[config.mk]
export PLATFORM = sky130hd
export DESIGN_NAME = div_bitstream_driver
export DESIGN_NICKNAME = d
export VERILOG_FILES = /design/src/rtl/div_bitstream_driver.sv
export SDC_FILE = /design/constraint.sdc
export NUM_CORES = 1
export LEC_CHECK = 0
export ABC_CLOCK_PERIOD_IN_PS = 3650
export CORE_UTILIZATION = 56
export DETAILED_ROUTE_END_ITERATION = 8
export PLACE_DENSITY = 0.8
export SKIP_CTS_REPAIR_TIMING = 1
export SYNTH_ARGS = -nofsm -noshare
export SYNTH_HDL_FRONTEND = slang
export SYNTH_SLANG_ARGS = --single-unit
[constraint.sdc]
create_clock -name clk -period 3.65 [get_ports clk]
set_input_delay 0.73 -clock clk [delete_from_list [all_inputs] [get_ports clk]]
set_output_delay 0.73 -clock clk [all_outputs]
set_load 0.03 [all_outputs]
[src/rtl/div_bitstream_driver.sv]
// -----------------------------------------------------------------------------
// div_bitstream_driver
//
// Transmit-side companion of the divisibility checker. A parallel word is
// accepted over a valid/ready handshake and shifted out MSB-first on
// bitstream/bitstream_vld. The checker's result_vld pulses are counted. Once
// every bit of the word has produced a result, the checker's divisible verdict
// is returned on a valid/ready response port. If the results do not arrive in
// time, the response is returned with out_err set.
//
// Parameters
//   WORD_W        maximum word length in bits
//   RESP_TIMEOUT  cycles to wait for outstanding results after the last bit
//   GAP           idle cycles between bits (only with DIV_DRV_GAP_EN)
//
// Configuration macro
//   DIV_DRV_GAP_EN  when defined, GAP idle cycles are inserted after every bit
//                   except the last. When undefined, bits go back-to-back and
//                   no gap counter exists.
//
// Ports
//   clk, rst_n        clock, asynchronous active-low reset
//   in_word, in_len   word and bit count (0 or >WORD_W means WORD_W)
//   in_vld, in_rdy    input handshake
//   bitstream(_vld)   serial bit to the checker and its qualifier
//   divisible         checker verdict
//   result_vld        qualifies divisible, one pulse per bit
//   out_divisible     verdict for the whole stream, sampled at the last bit
//   out_err           response timed out
//   out_vld, out_rdy  response handshake
// -----------------------------------------------------------------------------
module div_bitstream_driver #(
  parameter int unsigned WORD_W       = 16,
  parameter int unsigned RESP_TIMEOUT = 8,
  parameter int unsigned GAP          = 0
) (
  input  logic                         clk,
  input  logic                         rst_n,
  input  logic [WORD_W-1:0]            in_word,
  input  logic [$clog2(WORD_W+1)-1:0]  in_len,
  input  logic                         in_vld,
  output logic                         in_rdy,
  output logic                         bitstream,
  output logic                         bitstream_vld,
  input  logic                         divisible,
  input  logic                         result_vld,
  output logic                         out_divisible,
  output logic                         out_err,
  output logic                         out_vld,
  input  logic                         out_rdy
);

  localparam int unsigned LW = $clog2(WORD_W + 1);
  localparam int unsigned TW = (RESP_TIMEOUT > 0) ? $clog2(RESP_TIMEOUT + 1) : 1;

  localparam logic [LW-1:0] ZERO_L  = {LW{1'b0}};
  localparam logic [LW-1:0] ONE_L   = LW'(1);
  localparam logic [LW-1:0] WORD_WL = LW'(WORD_W);
  localparam logic [TW-1:0] ZERO_T  = {TW{1'b0}};
  localparam logic [TW-1:0] TMO_SAT = TW'(RESP_TIMEOUT);
  localparam logic [TW:0]   TMO_LIM = (TW + 1)'(RESP_TIMEOUT);

  typedef enum logic [1:0] {
    IDLE     = 2'd0,
    SEND     = 2'd1,
    WAIT_RES = 2'd2,
    RESP     = 2'd3
  } state_t;

  state_t            state_r, state_nxt;
  logic [WORD_W-1:0] word_r, word_nxt;
  logic [LW-1:0]     len_r, len_nxt;
  logic [LW-1:0]     idx_r, idx_nxt;
  logic [LW-1:0]     cnt_r, cnt_nxt;
  logic [TW-1:0]     tmo_r, tmo_nxt;
  logic              bit_r, bit_nxt;
  logic              bit_vld_r, bit_vld_nxt;
  logic              in_rdy_r, in_rdy_nxt;
  logic              out_vld_r, out_vld_nxt;
  logic              out_div_r, out_div_nxt;
  logic              out_err_r, out_err_nxt;

`ifdef DIV_DRV_GAP_EN
  localparam int unsigned GW = (GAP > 0) ? $clog2(GAP + 1) : 1;
  localparam logic [GW-1:0] ZERO_G = {GW{1'b0}};
  localparam logic [GW-1:0] ONE_G  = GW'(1);
  logic [GW-1:0]     gap_r, gap_nxt;
`endif

  logic [LW-1:0] len_clamp_s;
  logic [LW-1:0] first_idx_s;
  logic [LW-1:0] adv_idx_s;
  logic          first_bit_s;
  logic          adv_bit_s;
  logic          in_hs_s;
  logic          counting_s;
  logic          res_done_s;
  logic          last_bit_s;
  logic          tmo_hit_s;
  logic          out_hs_s;

  // Bit select with a width-matched index compare, so the index may be wider
  // than strictly needed to address the word.
  function automatic logic pick_bit(input logic [WORD_W-1:0] w, input logic [LW-1:0] i);
    logic b;
    b = 1'b0;
    for (int k = 0; k < WORD_W; k++) begin
      if (i == LW'(k)) begin
        b = w[k];
      end else begin
        b = b;
      end
    end
    return b;
  endfunction

  assign len_clamp_s = ((in_len == ZERO_L) || (in_len > WORD_WL)) ? WORD_WL : in_len;
  assign first_idx_s = len_clamp_s - ONE_L;
  assign first_bit_s = pick_bit(in_word, first_idx_s);
  assign adv_idx_s   = idx_r - ONE_L;
  assign adv_bit_s   = pick_bit(word_r, adv_idx_s);

  assign in_hs_s    = (state_r == IDLE) && in_vld;
  assign counting_s = (state_r == SEND) || (state_r == WAIT_RES);
  // Results can land in the same cycle as their bit, so completion is
  // evaluated in SEND as well as WAIT_RES.
  assign res_done_s = counting_s && result_vld && ((cnt_r + ONE_L) == len_r);
  assign last_bit_s = (state_r == SEND) && bit_vld_r && (idx_r == ZERO_L);
  assign tmo_hit_s  = (state_r == WAIT_RES) &&
                      (({1'b0, tmo_r} + {{TW{1'b0}}, 1'b1}) >= TMO_LIM);
  assign out_hs_s   = (state_r == RESP) && out_rdy;

  // State and datapath registers.
  always_ff @(posedge clk or negedge rst_n) begin
    if (!rst_n) begin
      state_r   <= IDLE;
      word_r    <= {WORD_W{1'b0}};
      len_r     <= ZERO_L;
      idx_r     <= ZERO_L;
      cnt_r     <= ZERO_L;
      tmo_r     <= ZERO_T;
      bit_r     <= 1'b0;
      bit_vld_r <= 1'b0;
      in_rdy_r  <= 1'b1;
      out_vld_r <= 1'b0;
      out_div_r <= 1'b0;
      out_err_r <= 1'b0;
`ifdef DIV_DRV_GAP_EN
      gap_r     <= ZERO_G;
`endif
    end else begin
      state_r   <= state_nxt;
      word_r    <= word_nxt;
      len_r     <= len_nxt;
      idx_r     <= idx_nxt;
      cnt_r     <= cnt_nxt;
      tmo_r     <= tmo_nxt;
      bit_r     <= bit_nxt;
      bit_vld_r <= bit_vld_nxt;
      in_rdy_r  <= in_rdy_nxt;
      out_vld_r <= out_vld_nxt;
      out_div_r <= out_div_nxt;
      out_err_r <= out_err_nxt;
`ifdef DIV_DRV_GAP_EN
      gap_r     <= gap_nxt;
`endif
    end
  end

  // Next-state logic.
  always_comb begin
    state_nxt = state_r;
    case (state_r)
      IDLE: begin
        if (in_hs_s) state_nxt = SEND;
        else         state_nxt = IDLE;
      end
      SEND: begin
        if (res_done_s)      state_nxt = RESP;
        else if (last_bit_s) state_nxt = WAIT_RES;
        else                 state_nxt = SEND;
      end
      WAIT_RES: begin
        if (res_done_s || tmo_hit_s) state_nxt = RESP;
        else                         state_nxt = WAIT_RES;
      end
      RESP: begin
        if (out_hs_s) state_nxt = IDLE;
        else          state_nxt = RESP;
      end
      default: state_nxt = IDLE;
    endcase
  end

  // Next values of the registered outputs and datapath. bitstream_vld
  // defaults low, so it is only high in cycles that present a bit.
  always_comb begin
    word_nxt    = word_r;
    len_nxt     = len_r;
    idx_nxt     = idx_r;
    cnt_nxt     = cnt_r;
    tmo_nxt     = tmo_r;
    bit_nxt     = 1'b0;
    bit_vld_nxt = 1'b0;
    out_vld_nxt = out_vld_r;
    out_div_nxt = out_div_r;
    out_err_nxt = out_err_r;
`ifdef DIV_DRV_GAP_EN
    gap_nxt     = gap_r;
`endif
    case (state_r)
      IDLE: begin
        if (in_hs_s) begin
          word_nxt    = in_word;
          len_nxt     = len_clamp_s;
          idx_nxt     = first_idx_s;
          cnt_nxt     = ZERO_L;
          tmo_nxt     = ZERO_T;
          bit_nxt     = first_bit_s;
          bit_vld_nxt = 1'b1;
`ifdef DIV_DRV_GAP_EN
          gap_nxt     = ZERO_G;
`endif
        end else begin
          bit_vld_nxt = 1'b0;
        end
      end
      SEND: begin
        if (result_vld) cnt_nxt = cnt_r + ONE_L;
        else            cnt_nxt = cnt_r;
        if (res_done_s) begin
          out_vld_nxt = 1'b1;
          out_div_nxt = divisible;
          out_err_nxt = 1'b0;
        end else if (bit_vld_r) begin
          if (idx_r == ZERO_L) begin
            tmo_nxt = ZERO_T;
          end else begin
`ifdef DIV_DRV_GAP_EN
            if (GAP > 32'd0) begin
              gap_nxt = GW'(GAP);
            end else begin
              idx_nxt     = adv_idx_s;
              bit_nxt     = adv_bit_s;
              bit_vld_nxt = 1'b1;
            end
`else
            idx_nxt     = adv_idx_s;
            bit_nxt     = adv_bit_s;
            bit_vld_nxt = 1'b1;
`endif
          end
        end else begin
`ifdef DIV_DRV_GAP_EN
          // Gap cycle: the next bit goes out once the counter runs down.
          if (gap_r <= ONE_G) begin
            gap_nxt     = ZERO_G;
            idx_nxt     = adv_idx_s;
            bit_nxt     = adv_bit_s;
            bit_vld_nxt = 1'b1;
          end else begin
            gap_nxt = gap_r - ONE_G;
          end
`else
          bit_vld_nxt = 1'b0;
`endif
        end
      end
      WAIT_RES: begin
        if (result_vld) cnt_nxt = cnt_r + ONE_L;
        else            cnt_nxt = cnt_r;
        if (res_done_s) begin
          out_vld_nxt = 1'b1;
          out_div_nxt = divisible;
          out_err_nxt = 1'b0;
        end else if (tmo_hit_s) begin
          out_vld_nxt = 1'b1;
          out_div_nxt = 1'b0;
          out_err_nxt = 1'b1;
        end else if (tmo_r != TMO_SAT) begin
          tmo_nxt = tmo_r + TW'(1);
        end else begin
          tmo_nxt = tmo_r;
        end
      end
      RESP: begin
        if (out_rdy) begin
          out_vld_nxt = 1'b0;
          out_div_nxt = 1'b0;
          out_err_nxt = 1'b0;
        end else begin
          out_vld_nxt = 1'b1;
        end
      end
      default: begin
        out_vld_nxt = 1'b0;
        out_div_nxt = 1'b0;
        out_err_nxt = 1'b0;
      end
    endcase
    in_rdy_nxt = (state_nxt == IDLE);
  end

  assign in_rdy        = in_rdy_r;
  assign bitstream     = bit_r;
  assign bitstream_vld = bit_vld_r;
  assign out_vld       = out_vld_r;
  assign out_divisible = out_div_r;
  assign out_err       = out_err_r;

endmodule

Word level (Yosys, flattened, before mapping)
Cells that the tools add are included.
Cells by class
  reductions and logical operators: 27
  eq/ne operators: 47
  add/sub/neg operators: 5
  order comparisons: 2
  mux-type cells: 78
Operator list (number)
  $eq 5x4->1 const B: 16
  $mux 1: 52
  $eq 5x3->1 const B: 8
  $mux 5: 7
  $mux 4: 7
  $eq 5x2->1 const B: 4
  $logic_not 5->1: 4
  $pmux 5 s2: 2
  $ne 2x2->1 const B: 8
  $pmux 4 s3: 1
  $eq 5x1->1 const B: 2
  $sub 5x1->5 const B: 2
  $pmux 1 s3: 3
  $pmux 2 s4: 1
  $reduce_and 8->1: 1
  $logic_and 1x1->1: 7
  $mux 2: 3
  $ne 2x1->1 const B: 3
  $reduce_and 3->1: 2
  $reduce_bool 3->1: 2
  $add 4x1->5 const B: 1
  $add 5x1->5 const B: 1
  $eq 5x5->1: 1
  $ge 5x4->1 const B: 1
  other kinds (14): 20
Storage, ports and cells
  flip-flop bits (word level): 43
  input port bits: 27
  word-level logic and storage cells: 171

Depth between registers and ports, before layout
Gate-level depths: netlist of the first run.
  depth after elaboration: 23
  mapped depth: 12
  gate-level depth less buffers: 12

Least setup slack after synthesis of the first run
OpenSTA, ideal clock, no wires.
  kind: input port to flip-flop
  start point: in in_len[3]
  end point: reg bit_r, in the netlist bitstream
  library setup time: 0.126 ns
  arrival time: 3.249 ns
  stages: 10
  path slack: 0.275 ns
  required time: 3.524 ns
  cells stage by stage: nor2_1 -> nand2_1 -> ha_1 -> nand2b_1 -> ha_1 -> xnor2_1 -> mux4_2 -> mux4_2 -> nand4_1 -> o31ai_1
Between the ends
  longest elaborated chain between the ends: 23
  elaborated cells on any way between the ends: 39
  those cells by class: add/sub: 1; order compare: 1; eq/ne: 15; mux: 19; reduce/logical: 3
RTL lines
  start, declared: line 40  | input logic [$clog2(WORD_W+1)-1:0] in_len,
  $gt 5x5->1 / $logic_not 5->1 (equally long branches): line 117  | assign len_clamp_s = ((in_len == ZERO_L) || (in_len > WORD_WL)) ? WORD_WL : in_len;
  $logic_or 1x1->1: line 117
  $mux 5 (*): line 117
  $sub 5x1->5 (*): line 118  | assign first_idx_s = len_clamp_s - ONE_L;
  $logic_not 5->1: line 108  | if (i == LW'(k)) begin
  $mux 1 (15 in series): line 108
  $mux 1 (*): line 108
  $mux 1 (*): line 213  | if (in_hs_s) begin
  $pmux 1 s2 (*): line 211  | case (state_r)
  named net bit_nxt: line 76  | logic bit_r, bit_nxt;
  end signal, assigned: line 158  | bit_r <= bit_nxt;
  end, declared: line 76
The timed path passes the listed nets; every way through them passes the cells marked *.
A chain may end at the register's enable or synchronous reset.

Worst setup path after layout of the first run
  start point: in in_len[2]
  end point: reg bit_r, in the netlist bitstream
Between the ends
  longest elaborated chain between the ends: 23
  elaborated cells on any way between the ends: 39
  those cells by class: add/sub: 1; order compare: 1; eq/ne: 15; mux: 19; reduce/logical: 3
RTL lines
  $gt 5x5->1 / $logic_not 5->1 (equally long branches): line 117
  $logic_or 1x1->1 (*): line 117
  $mux 5 (*): line 117
  named net len_clamp_s[0]: line 90  | logic [LW-1:0] len_clamp_s;
  $sub 5x1->5 (*): line 118
  $logic_not 5->1: line 108
  $mux 1 (15 in series): line 108
  $mux 1 (*): line 108
  $mux 1 (*): line 213
  $pmux 1 s2 (*): line 211
  named net bit_nxt: line 76
Marks and branches as above.

==> impl_metrics.env, run 1 <==
export IMPL_status="complete, no violations"
export IMPL_synth_edf_count=0
export IMPL_drv_cap=0
export IMPL_power_frac_comb_pct=55.7
export IMPL_p_sw_share_pct=42.17
export IMPL_min_period_ns=3.463
export IMPL_worst_slew_pin_slew_ns=0.9517
export IMPL_yosys_warnings=0
export IMPL_final_area_um2=3359
export IMPL_syn2layout_area_growth_pct=18.91
export IMPL_numCtsBuffers=5
export IMPL_fin_skew_ns=0.01036
export IMPL_min_to="word_r[6]"
export IMPL_syn_num_nets=327
export IMPL_vias=2335
export IMPL_chipHeight_um=73.03
export IMPL_path_class="in -> reg"
export IMPL_hold_depth=1
export IMPL_rows=25
export IMPL_antenna_found_initial=0
export IMPL_drt_wl_total_mm=6.235
export IMPL_p_leak_nw=1.483
export IMPL_cts_root_buf="clkbuf_8"
export IMPL_ys_ff_latch=43
export IMPL_placed_area_um2=3272
export IMPL_synth_flop_cell="dfrtp_1"
export IMPL_synth_top_area_share_pct=37.20
export IMPL_clock_latency_ns=0.30
export IMPL_drt_iter0_drc=196
export IMPL_die_w_um=73.03
export IMPL_fin_nets=367
export IMPL_seqPwrFrac_pct=32.9
export IMPL_rr_endpoint="idx_r[3]"
export IMPL_power_frac_clock_pct=11.5
export IMPL_avgSynthCellArea_um2=10.05
export IMPL_dr_pass1_iters=4
export IMPL_start_util_pct=59.03
export IMPL_critPathArrivalTime_ns=3.64
export IMPL_rsz0062_at_grt="false"
export IMPL_ant_nets=0
export IMPL_relSlewSlack_pct=36.55
export IMPL_overflow=0
export IMPL_crit_required_ns=3.82
export IMPL_core_area_um2=4786
export IMPL_reg2reg_from="cnt_r[0]"
export IMPL_synth_yosys_seq_area_share_pct=38.13
export IMPL_vias_per_cell=6.003
export IMPL_crit_path_end_kind="register"
export IMPL_cts_sinks=43
export IMPL_async_reset_ff_share_pct=100.0
export IMPL_min_from="word_r[6]"
export IMPL_powerDensity_nw_per_um2=783.5
export IMPL_grt_pass1_vias=2340
export IMPL_hold_slack_ns=0.5100
export IMPL_crit_path_start="in_len[2]"
export IMPL_start_kind="primary input"
export IMPL_synthDistinctLibCells=50
export IMPL_synthCells=281
export IMPL_yosysTopAreaCell="dfrtp_1"
export IMPL_power_switching_w=0.001110
export IMPL_fillers=379
export IMPL_fin_crit_sh_pct=94.87
export IMPL_finalSetupViolCount=0
export IMPL_dp_hpwl_mm=4.622
export IMPL_fin_setup_tns_ns=0
export IMPL_holdCritPathClass="reg -> reg"
export IMPL_htree_levels=2
export IMPL_antenna_cells=0
export IMPL_final_hold_violation_count=0
export IMPL_internal_power_w=0.001522
export IMPL_io_pins=33
export IMPL_reg2reg_slack_ns=0.89
export IMPL_cts_reportedPaths_clkPinSlew_ns=0.08
export IMPL_netlist_area_um2=2825
export IMPL_dieArea_um2=5333
export IMPL_grt_max_degree=44
export IMPL_grt_total_usage_pct=26.21
export IMPL_cts_buffer_depth=2
export IMPL_routabilityCongestion=0.9199
export IMPL_fmax_mhz=288.8
export IMPL_drc_errors=0
export IMPL_slew_viol_final=0
export IMPL_drive_gt1_share_pct=17.70
export IMPL_crit_fanout=4
export IMPL_rr_worst_depth=7
export IMPL_irDropWorstVdd_mv=0.5102
export IMPL_cts_tree="built"
export IMPL_io_buffers=32
export IMPL_yosys_top_cells_area="dfrtp_1 37%, mux2_2 9.2%, ha_1 8.4%, mux4_2 3.2%, xnor2_1 3.1%"
export IMPL_wl_per_cell_um=16.03
export IMPL_grt_pass1_wl_mm=10.70
==> metal layers <==
layer	track usage, %	vias to the layer above	share of wire (%)
met3	3.591	11	3.9
met5	0	-	0
met1	30.63	1146	42
met2	49.07	75	53
li1	-	1103	-
met4	8.279	0	1.7
==> power groups by stage <==
stage | logic (W) | clock network (W) | registers (W)
after floorplan | 0.00110 | 0 | 0.000850
after global placement | 0.00142 | 0 | 0.000860
after detailed placement | 0.00146 | 0 | 0.000869
after CTS | 0.00146 | 0.000310 | 0.000860
after global routing | 0.00162 | 0.000329 | 0.000889
final | 0.00147 | 0.000302 | 0.000865
==> area by class of cell <==
cell class / instances / area (um2) / share of cell area, %
tap: 67 / 83.83 / 2.495
sequential: 43 / 1077 / 32.07
timing repair buffer: 45 / 412.9 / 12.29
clock buffer: 6 / 72.57 / 2.160
clock inverter: 2 / 12.51 / 0.3724
multi-input combinational: 209 / 1637 / 48.72
inverter: 17 / 63.81 / 1.899
==> cells in the final DEF, fill, tap and decap left out, drive strengths merged, types with 5 or more instances in the layout <==
cell and n:
nor2 17, inv 16, mux2i 6, a22o 9, clkdlybuf4s50 31, nand2b 5
o21ai 15, mux2 24, and3 6, nand2 19, nand3 8, nor3 8
clkbuf 6, nand4 5, dfrtp 42, buf 14, a22oi 5, ha 19
a21oi 8, xnor2 10
==> cell families (layout without fill, tap and decap cells) <==
logic type | count (synthesis) | after routing | share of synthesized area, %
xor+xnor | 13 | 13 | 4.517
simple gates | 79 | 79 | 14.22
buf+inv | 29 | 70 | 4.030
fa+ha+maj | 19 | 19 | 8.415
compound gates | 64 | 64 | 15.68
flops | 43 | 43 | 38.13
mux | 34 | 34 | 15.01
==> cells in the mapped netlist (3+ instances only) <==
library cell / instances
nor2_1: 17
o22ai_1: 3
dfrtp_1: 42
o21ai_0: 15
mux4_2: 4
xnor2_1: 10
a22o_1: 9
nand2_1: 19
nand2b_1: 5
a21oi_1: 8
nand3_1: 8
ha_1: 19
and3_1: 4
o31ai_1: 3
a22oi_1: 5
mux2_2: 23
nor2b_1: 4
nor3_1: 8
nand4_1: 5
clkbuf_1: 10
a21o_1: 3
mux2i_1: 6
a31oi_1: 3
inv_1: 15
==> through the flow <==
step / power, W / utilization, % / worst slack, ns / cells
3_5_place_dp: 0.002324 / 68.37 / -0.1377 / 381
4_1_cts: 0.002635 / 70.14 / 0.1517 / 389
3_3_place_gp: 0.002277 / 68.37 / -0.01157 / 381
6_report: 0.002632 / 70.20 / 0.1872 / 389
5_1_grt: 0.002836 / 70.20 / 0.02279 / 389
2_1_floorplan: 0.001950 / - / 0.2748 / 281
==> flip-flops by register name (all words and copies together), names as in the netlist, 2 cells and up <==
| signal | flops |
|---|---|
| cnt_r | 5 |
| idx_r | 5 |
| len_r | 5 |
| state_r | 2 |
| tmo_r | 4 |
| word_r | 16 |
==> how the worst max path moves through the flow <==
stage          cells after the start  slack, ns         to
2_1_floorplan                     10       0.27  bitstream
3_3_place_gp                      12      -0.01  bitstream
3_5_place_dp                      13      -0.14  bitstream
4_1_cts                           13       0.15  bitstream
5_1_grt                           13       0.02  bitstream
6_report                          13       0.19  bitstream
==> worst max-delay path, cell delays in order <==
cell and delay, ns:
clkdlybuf4s50_1 0.44, nor2_1 0.14, nand2_1 0.10, ha_1 0.31, nand2b_1 0.18, inv_1 0.09
ha_1 0.21, nor2b_1 0.15, a22o_1 0.19, mux4_2 0.44, mux4_2 0.48, nand4_1 0.10
o31ai_1 0.07
Power figures use the tool's default switching activity.
==> inputs of run 2 (changes only) <==
Settings changed: SLEW_MARGIN set to 20, TNS_END_PERCENT set to 5.
==> impl_metrics.env, run 2 (synthesis gave the netlist of run 1 again) <==
export IMPL_status="complete, no violations"
export IMPL_seqPwrFrac_pct=32.9
export IMPL_die_w_um=73.03
export IMPL_largest_reg_flops=16
export IMPL_drt_wl_total_mm=6.235
export IMPL_vias_per_cell=6.003
export IMPL_final_area_um2=3362
export IMPL_min_period_ns=3.463
export IMPL_final_common_cell="dfrtp_1"
export IMPL_fin_nets=367
export IMPL_cp_cell_sequence="clkdlybuf4s50_1, nor2_1, nand2_1, ha_1, nand2b_1, inv_1, ha_1, nor2b_1, a22o_1, mux4_2, mux4_2, nand4_1, o31ai_1"
export IMPL_chipHeight_um=73.03
export IMPL_top_layer_used="met4"
export IMPL_finish_utilization_pct=70.25
export IMPL_wl_per_cell_um=16.03
export IMPL_placed_cells=381
export IMPL_dr_pass1_iters=4
export IMPL_worst_slew_pin_slew_ns=0.7438
export IMPL_holdCritPathClass="in -> async"
export IMPL_drt_iter0_drc=196
export IMPL_placed_area_um2=3272
export IMPL_crit_fanout=4
export IMPL_crit_path_end_kind="register"
export IMPL_drc_errors=0
export IMPL_relSlewSlack_pct=49.95
export IMPL_p_leak_nw=1.484
export IMPL_rows=25
export IMPL_power_frac_clock_pct=11.5
export IMPL_powerDensity_nw_per_um2=783.0
export IMPL_slew_viol_final=0
export IMPL_ant_nets=0
export IMPL_route_met3_wl_um=243
export IMPL_overflow=0
export IMPL_cts_root_buf="clkbuf_8"
export IMPL_htree_levels=2
export IMPL_critPathArrivalTime_ns=3.64
export IMPL_core_area_um2=4786
export IMPL_cts_sinks=43
export IMPL_slowest_stage="mux4_2"
export IMPL_clock_latency_ns=0.30
export IMPL_wl_met1_mm=2.589
export IMPL_power_frac_comb_pct=55.7
export IMPL_routabilityCongestion=0.9199
export IMPL_antenna_found_initial=0
export IMPL_cts_reportedPaths_clkPinSlew_ns=0.09
export IMPL_fillers=379
export IMPL_dp_hpwl_mm=4.622
export IMPL_fin_skew_ns=0.01012
export IMPL_io_buffers=32
export IMPL_power_switching_w=0.001110
export IMPL_path_class="in -> reg"
export IMPL_cts_tree="built"
export IMPL_p_sw_share_pct=42.16
export IMPL_hold_slack_ns=0.4066
export IMPL_cts_buffer_depth=2
export IMPL_irDropWorstVdd_mv=0.5102
export IMPL_grt_total_usage_pct=26.21
export IMPL_regMostFlops="word_r"
export IMPL_internal_power_w=0.001523
export IMPL_fin_crit_sh_pct=94.87
export IMPL_rsz0062_at_grt="false"
export IMPL_crit_required_ns=3.82
export IMPL_syn2layout_area_growth_pct=19.00
export IMPL_crit_family="multiplexers"
export IMPL_drive_gt1_share_pct=17.70
export IMPL_slowest_delay_ns=0.48
export IMPL_start_util_pct=59.03
export IMPL_met2_length_mm=3.296
export IMPL_path_buf_inv=2
export IMPL_vias=2335
export IMPL_io_pins=33
export IMPL_numCtsBuffers=5
export IMPL_final_hold_violation_count=0
export IMPL_grt_pass1_vias=2340
export IMPL_start_kind="primary input"
export IMPL_grt_max_degree=44
export IMPL_power_w=0.002633
export IMPL_fmax_mhz=288.8
export IMPL_dieArea_um2=5333
export IMPL_final_cell_mix="42 x dfrtp_1, 31 x clkdlybuf4s50_1, 23 x mux2_2"
export IMPL_grt_pass1_wl_mm=10.70
export IMPL_finalSetupViolCount=0
export IMPL_final_instance_count_excl_fill=389
export IMPL_antenna_cells=0
export IMPL_drv_cap=0
-- run 2: stage by stage --
stage,setup slack (ns),TNS [ns]
2_1_floorplan,0.2748,0
3_3_place_gp,-0.01157,-0.01157
3_5_place_dp,-0.1377,-0.1377
4_1_cts,0.1517,0
5_1_grt,0.02279,0
6_report,0.1872,0
-- run 2: final timing paths --
check	end	startpoint	cells past startpoint	slack [ns]
max in group asynchronous	word_r[5]	rst_n	1	2.86
worst min register to register	word_r[6]	word_r[6]	1	0.51
worst max-delay path	bitstream	in_len[2]	13	0.19
worst max register to register	idx_r[3]	cnt_r[0]	7	0.89
min in group clk	word_r[6]	word_r[6]	1	0.51
worst min-delay path	cnt_r[2]	rst_n	1	0.41
-- run 2: power groups by stage --
stage / clock (W) / combinational (W) / sequential, W
after floorplan: 0 / 0.00110 / 0.000850
after global placement: 0 / 0.00142 / 0.000860
after detailed placement: 0 / 0.00146 / 0.000869
after CTS: 0.000310 / 0.00146 / 0.000860
after global routing: 0.000329 / 0.00162 / 0.000889
final: 0.000302 / 0.00147 / 0.000865
-- run 2: final cells by class --
class                           count  area, um2  area share [%]
Clock buffer                        6      72.57           2.159
Clock inverter                      2      12.51          0.3722
Inverter                           17      63.81           1.898
Multi-Input combinational cell    209       1637           48.68
Sequential cell                    43       1077           32.04
Tap cell                           67      83.83           2.493
Timing Repair Buffer               45      415.4           12.36
-- run 2: per-layer routing --
layer	GRT usage, %	vias to the layer above
met5	0	-
met4	8.279	0
met3	3.591	11
met2	49.07	75
met1	30.63	1146
li1	-	1103
